[src/rtl/video_timing_gen.sv]
// video_timing_gen: raster timing generator producing scan coordinates, syncs, blank and line/frame strobes.
// Ports: vclock (pixel clock), reset (async, active-high), hcount[10:0], vcount[9:0],
//        hsync, vsync, blank, line_start, frame_start -- all driven straight from flops.
// Macro VTG_SYNC_POSITIVE_EN: defined -> active-high syncs; undefined -> active-low syncs.
module video_timing_gen #(
  parameter int H_ACTIVE = 1024,
  parameter int H_FP     = 24,
  parameter int H_SYNC   = 136,
  parameter int H_BP     = 160,
  parameter int V_ACTIVE = 768,
  parameter int V_FP     = 3,
  parameter int V_SYNC   = 6,
  parameter int V_BP     = 29
) (
  input  logic        vclock,
  input  logic        reset,
  output logic [10:0] hcount,
  output logic [9:0]  vcount,
  output logic        hsync,
  output logic        vsync,
  output logic        blank,
  output logic        line_start,
  output logic        frame_start
);
  localparam int H_TOTAL = H_ACTIVE + H_FP + H_SYNC + H_BP;
  localparam int V_TOTAL = V_ACTIVE + V_FP + V_SYNC + V_BP;
  localparam logic [10:0] H_LAST = 11'(H_TOTAL - 1);
  localparam logic [9:0]  V_LAST = 10'(V_TOTAL - 1);
  // Decode bounds are one bit wider than the counters so a window ending at 2048/1024 still compares correctly.
  localparam logic [11:0] H_ACT  = 12'(H_ACTIVE);
  localparam logic [11:0] HS_ON  = 12'(H_ACTIVE + H_FP);
  localparam logic [11:0] HS_OFF = 12'(H_ACTIVE + H_FP + H_SYNC);
  localparam logic [10:0] V_ACT  = 11'(V_ACTIVE);
  localparam logic [10:0] VS_ON  = 11'(V_ACTIVE + V_FP);
  localparam logic [10:0] VS_OFF = 11'(V_ACTIVE + V_FP + V_SYNC);
`ifdef VTG_SYNC_POSITIVE_EN
  localparam logic SYNC_ON = 1'b1;
`else
  localparam logic SYNC_ON = 1'b0;
`endif
  logic [10:0] r_hcount;
  logic [9:0]  r_vcount;
  logic        r_hsync, r_vsync, r_blank, r_line_start, r_frame_start;
  logic        w_hwrap, w_vwrap;
  logic [10:0] w_hnext;
  logic [9:0]  w_vnext;
  logic [11:0] w_hn;
  logic [10:0] w_vn;
  assign w_hwrap = r_hcount == H_LAST;
  assign w_vwrap = w_hwrap && r_vcount == V_LAST;
  assign w_hnext = w_hwrap ? 11'd0 : r_hcount + 11'd1;
  assign w_vnext = w_vwrap ? 10'd0 : w_hwrap ? r_vcount + 10'd1 : r_vcount;
  assign w_hn    = {1'b0, w_hnext};
  assign w_vn    = {1'b0, w_vnext};
  // Decodes use the next-state coordinates so every registered output matches the registered counters.
  always_ff @(posedge vclock or posedge reset) begin
    if (reset) begin
      r_hcount      <= '0;
      r_vcount      <= '0;
      r_hsync       <= ~SYNC_ON;
      r_vsync       <= ~SYNC_ON;
      r_blank       <= 1'b0;
      r_line_start  <= 1'b0;
      r_frame_start <= 1'b0;
    end else begin
      r_hcount      <= w_hnext;
      r_vcount      <= w_vnext;
      r_hsync       <= (w_hn >= HS_ON && w_hn < HS_OFF) ? SYNC_ON : ~SYNC_ON;
      r_vsync       <= (w_vn >= VS_ON && w_vn < VS_OFF) ? SYNC_ON : ~SYNC_ON;
      r_blank       <= w_hn >= H_ACT || w_vn >= V_ACT;
      r_line_start  <= w_hwrap;
      r_frame_start <= w_vwrap;
    end
  end
  assign hcount      = r_hcount;
  assign vcount      = r_vcount;
  assign hsync       = r_hsync;
  assign vsync       = r_vsync;
  assign blank       = r_blank;
  assign line_start  = r_line_start;
  assign frame_start = r_frame_start;
endmodule

[config.mk]
export PLATFORM = sky130hd
export DESIGN_NAME = video_timing_gen
export DESIGN_NICKNAME = d
export VERILOG_FILES = /design/src/rtl/video_timing_gen.sv
export SDC_FILE = /design/constraint.sdc
export NUM_CORES = 1
export LEC_CHECK = 0
export BUFFER_PORTS_ARGS = -buffer_cell sky130_fd_sc_hd__buf_4
export CAP_MARGIN = 10
export CORE_MARGIN = 2
export CORE_UTILIZATION = 35
export DETAILED_ROUTE_END_ITERATION = 8
export PLACE_DENSITY = 0.66
export SLEW_MARGIN = 0
export SYNTH_ARGS = -nofsm -noshare
export SYNTH_HDL_FRONTEND = slang
export SYNTH_SLANG_ARGS = --single-unit
[constraint.sdc]
create_clock -name vclock -period 2.6 [get_ports vclock]
set_input_delay 0.52 -clock vclock [delete_from_list [all_inputs] [get_ports vclock]]
set_output_delay 0.52 -clock vclock [all_outputs]
set_load 0.02 [all_outputs]
==> run metrics, run 1 <==
chip width=66.51 µm; clk_lat worst skew=0.27 ns; total chip power=676.7 µW; Worst EP arrival=2.54 ns; Global Route met2 Usage=26.63%; sequential area share after synthesis=47.76%; Worst IR Drop VDD=355.4 µV; synth top area cells=dfrtp_1, dfstp_2, xnor2_1, xor2_1, ha_1; grt ovf=0; crit-path max FO=10; clock sinks=26; post-synthesis average cell area=~10 µm²; largest net degree at the start of global routing=27; first-pass GRT wire length=5030 µm; vias in the first global route=1142; synthesized net count=145; Flop pwr share=59.7%; mapped cell area=between 0.001 and 0.0015 mm²; total number of vias=1129; status=complete, no violations; row count=22; switching pwr=between 100 and 150 µW; worst path required time=2.79 ns; Pleak=0.0007880 µW; area growth from synthesis to layout=23.42%; Post-CTS Setup Bufs=0; WL/cell=13.41 µm; yosys warns=0; Max-cap violations=0; Synth Flop Type=dfrtp_1; setup slack, reg-to-reg=0.24 ns; WL final=2909 µm; Gate Count Post-Synth=139; gr busiest metal=met2; cell area power density=between 400 and 500 mW/mm²; critical path startpoint category=flop; Setup Crit Path Kind=flop to flop; M3 GR Usage=around 4.7%; Tcrit/Tclk final=between 90% and 100%; CP Capture Type=flop; die area=0.004424 mm²; max-slew violation count=0; die height=66.51 µm; FFs w/ async S/R, synth=100.0%; DP HPWL=2191 µm; Tmin final=2.355 ns; Final Hold Viols=0; HP Class=primary input to asynchronous set/reset pin; most common cell after layout, fill and taps aside=buf_4; diode count=0; Core Box Area=0.003716 mm²; cts hold-fix bufs=0; Total Routing Usage GR=14.79%; Comb power frac=1.5%; TritonCTS buffer count=3; switching portion of total power=between 10% and 20%; initial drt markers=20; CTS tree=built; Post-synth EDFFs=0; setup violators final=0; Post-Route Setup TNS=0 ns; Clk pwr share=38.8%; Final Skew=0.002121 ns; RSZ-0062 raised after global routing=no; Cell variety after synth=between 40 and 50; fin nets=around 180; internal power=about 540 µW; Synth area leader=dfrtp_1; CTS max path bufs=2; Routed Antenna Nets=0; PortBufs=27; CTS H-tree lvls=1; antenna violations before repair=0; drt first pass iters=4; fmax=0.4246 GHz; most frequent cells in the layout=buf_4, dfrtp_1, nor2_1; I/O pins=28; Least-Margin Pin Slew=slightly above 0.5 ns; max_slew headroom=65.90%; vias per cell=5.203; Worst-path clk slew=around 0.09 ns; Initial Util=36.80%; GRT met1 Usage=16.86%; Final GP Congestion=0.8611; Yosys reg bits=26; DRC viols=0; CTS-repair resized insts=0; Root Buffer=clkbuf_8; layout cell share with drive strength beyond 1=25.44%; post-synth top area share=43.92%
layer usage:
metal | share of wire, % | vias to the layer above
li1 | - | 556
met1 | 46 | 541
met2 | 49 | 28
met3 | 5.1 | 4
met4 | 0.89 | 0
met5 | 0 | -
cells in the mapped netlist (2+ instances only):
cell	instances
dfrtp_1	24
nor2_1	11
nand2_1	10
inv_1	9
nand3_1	9
a21oi_1	6
xnor2_1	6
xor2_1	6
nor3_1	5
a31oi_1	4
ha_1	4
nand4_1	4
o21ai_0	4
and3_1	3
clkbuf_1	3
a2111oi_0	2
dfstp_2	2
nor4_1	2
o31ai_1	2
or3_1	2
registers in the layout (all words and copies together) (netlist names):
signal       flops
hcount          11
vcount          10
blank            1
frame_start      1
hsync            1
line_start       1
vsync            1
path summary, 6_finish.rpt:
path	from	to	depth (start not counted)
min in group vclock	hcount[0]	hcount[0]	1
max in group asynchronous	reset	hsync	3
min	reset	vcount[3]	3
max reg2reg	hcount[6]	vsync	6
max	hcount[6]	vsync	6
min reg2reg	hcount[0]	hcount[0]	1
kinds of logic (layout without fill, tap and decap cells):
family                     after synthesis  count (layout)  synth area share (%)
AOI/OAI and AO/OA                       23              23                 10.89
buffers and inverters                   15              45                 4.757
muxes                                    2               2                 1.555
DFF                                     26              26                 47.76
xor gates and xnor gates                12              12                 7.685
and+or+nand+nor                         57              57                 23.70
adders and majority gates                4               4                 3.660
metrics by stage:
| stage | std cells | instance area, µm² | util [%] | hold WS, ns | setup WS [ns] |
|---|---|---|---|---|---|
| 5_1_grt | 217 | 1688 | 45.42 | 0.3354 | 0.01088 |
| 3_3_place_gp | 213 | 1633 | 43.94 | 0.5276 | 0.3128 |
| 2_1_floorplan | 139 | 1368 | - | 0.5585 | 0.1356 |
| 3_5_place_dp | 213 | 1633 | 43.94 | 0.5312 | 0.2459 |
| 6_report | 217 | 1688 | 45.42 | 0.2938 | 0.2446 |
| 4_1_cts | 217 | 1688 | 45.42 | 0.3032 | 0.2345 |
worst max-delay path, stage by stage, from the launching register on:
cell,delay [ns]
dfrtp_1,0.49
or4b_4,0.60
nor4_4,0.31
nand2_2,0.10
or4b_1,0.49
a31oi_1,0.17
nand4_1,0.11
power by group through the flow:
stage | sequential (µW) | combinational (µW) | clock (µW)
after floorplan | 412 | 5.98 | 0
after global placement | 412 | 10.4 | 0
after detailed placement | 412 | 10.7 | 0
after CTS | 404 | 10.7 | 273
after global routing | 404 | 11.9 | 282
final | 404 | 9.95 | 263
cell type report:
class                      instances  area (µm²)
sequential                        26       653.1
tap                               48       60.06
timing repair buffer              31       232.7
fill                             373        2028
clock buffer                       4       55.05
multi-input combinational         98       649.4
inverter                          10       37.54
Power figures use the tool's default switching activity.
==> inputs of run 2 (changes only) <==
--- a/config.mk
+++ b/config.mk
@@ -5,12 +5,13 @@
 export SDC_FILE = /design/constraint.sdc
 export NUM_CORES = 1
 export LEC_CHECK = 0
-export BUFFER_PORTS_ARGS = -buffer_cell sky130_fd_sc_hd__buf_4
 export CAP_MARGIN = 10
 export CORE_MARGIN = 2
 export CORE_UTILIZATION = 35
+export CTS_BUF_LIST = sky130_fd_sc_hd__clkbuf_2
 export DETAILED_ROUTE_END_ITERATION = 8
-export PLACE_DENSITY = 0.66
+export DONT_BUFFER_PORTS = 1
+export PLACE_DENSITY = 0.6
 export SLEW_MARGIN = 0
 export SYNTH_ARGS = -nofsm -noshare
 export SYNTH_HDL_FRONTEND = slang
==> run 2 against run 1 <==
Against the previous run:
- worst setup slack about the same
- largest power group unchanged
- cell area decreased by 9.3%
- global-route usage decreased by 0.35 points
- register-to-register slack about the same
- die area unchanged
==> run metrics, run 2 (same netlist as run 1, synthesis figures left out) <==
fin nets=160; Routed Antenna Nets=0; Initial Util=36.80%; TritonCTS buffer count=3; worst r2r path cells=6; Total Routing Usage GR=between 10% and 20%; gr busiest metal=met2; Comb power frac=1.5%; DRC viols=0; Least-Margin Pin Slew=about 0.53 ns; DP HPWL=2255 µm; area growth from synthesis to layout=11.99%; Final Hold Viols=0; Clk pwr share=27.4%; # placed instances=197; Root Buffer=clkbuf_2; WL final=2930 µm; max reg flops=11; setup violators final=0; PortBufs=0; M3 GR Usage=2.703%; reg-to-reg endpoint=vsync; Final GP Congestion=roughly 0.84; Non-Filler Instances=between 200 and 250; status=complete, no violations; area taken by multi-input logic gates=649.4 µm²; clock sinks=26; max_slew headroom=between 60% and 70%; FILL cells=386; critical path startpoint category=flop; WL/cell=14.58 µm; switching pwr=130.8 µW; initial drt markers=40; Global Route met2 Usage=23.25%; Post-Route Setup TNS=0 ns; GRT met1 Usage=between 10% and 20%; grt ovf=0; antenna violations before repair=0; HP Class=primary input to asynchronous set/reset pin; most frequent cells in the layout=dfrtp_1, buf_4, nor2_1; RSZ-0062 raised after global routing=no; largest net degree at the start of global routing=27; vias in the first global route=about 1000; Worst EP arrival=approximately 2.7 ns; Core Box Area=0.003716 mm²; Flop pwr share=between 70% and 80%; setup slack, reg-to-reg=between 0.2 and 0.25 ns; CTS-repair resized insts=0; first-pass GRT wire length=4857 µm; cts hold-fix bufs=0; die height=between 60 and 70 µm; CP Capture Type=flop; max-slew violation count=0; Tmin final=2.355 ns; internal power=440.2 µW; I/O pins=28; CTS tree=built; die area=0.004424 mm²; row count=22; clk_lat worst skew=~0.35 ns; Post-CTS Setup Bufs=0; Reg area=around 650 µm²; total number of vias=1045; Reg2Reg Launch Point=hcount[9]; fmax=between 0.4 and 0.5 GHz; worst path required time=2.89 ns; chip width=between 60 and 70 µm; diode count=0; vias per cell=5.199; CTS max path bufs=2; Max-cap violations=0; switching portion of total power=22.91%; Tcrit/Tclk final=90.59%; Setup Crit Path Kind=flop to flop; crit-path max FO=7; cell area power density=372.8 mW/mm²; most common cell after layout, fill and taps aside=dfrtp_1; Worst-path clk slew=0.26 ns; Final Skew=0.01177 ns; layout cell share with drive strength beyond 1=16.99%; drt first pass iters=4; Worst IR Drop VDD=136.5 µV; CTS H-tree lvls=1; Pleak=0.0006892 µW
-- run 2: cell count changes in the layout (fill, tap and decap cells not counted), sizes merged --
cell	delta
clkbuf	-1
clkinv	+1
buf	-16
-- run 2: how the worst max path moves through the flow --
stage | startpoint | endpoint | cells after the start
after global routing | hcount[6] | hsync | 7
after floorplan | hcount[6] | vsync | 7
after global placement | hcount[6] | vsync | 6
after CTS | hcount[9] | vsync | 6
final | hcount[9] | vsync | 6
after detailed placement | hcount[9] | vsync | 6
-- run 2: critical path, stage by stage, from the launching register on --
cell	delay [ns]
dfrtp_1	0.52
or4b_4	0.54
nor4_4	0.32
nand2_2	0.11
or4b_1	0.50
a31oi_1	0.20
nand4_1	0.12
-- run 2: power groups by stage --
stage	Combinational [µW]	Sequential (µW)	Clock, µW
3_3_place_gp	9.39	412	0
3_5_place_dp	9.57	412	0
2_1_floorplan	5.98	412	0
5_1_grt	10.9	406	173
6_report	8.75	406	157
4_1_cts	9.57	406	159
-- run 2: cell type report --
cell class / count / share of cell area (%)
flip-flops and latches: 26 / 42.65
multi-input cells: 98 / 42.40
repair buffers: 15 / 7.353
well taps: 48 / 3.922
inverters: 10 / 2.451
clock buffers: 3 / 0.9804
clock inverters: 1 / 0.2451
-- run 2: stage by stage --
stage               utilization (%)  total power [µW]  worst slack (ns)  hold WS [ns]  instance area, µm²
finish                        41.21             571.0            0.2447       0.05949                1531
detailed placement            40.71             421.6            0.2892        0.4885                1513
CTS                           41.21             574.2            0.2484       0.07151                1531
floorplan                         -             418.0            0.1356        0.5585                1368
global route                  41.21             589.8           0.07283       0.05956                1531
global placement              40.71             421.4            0.2926        0.4863                1513
-- run 2: metal layers --
| metal | vias up | share of wire, % | wire length, µm |
|---|---|---|---|
| met5 | - | 0 | 0 |
| met4 | 0 | 1.2 | 34 |
| met3 | 2 | 3.7 | 109 |
| met2 | 16 | 48 | 1418 |
| met1 | 506 | 47 | 1368 |
| li1 | 521 | - | - |
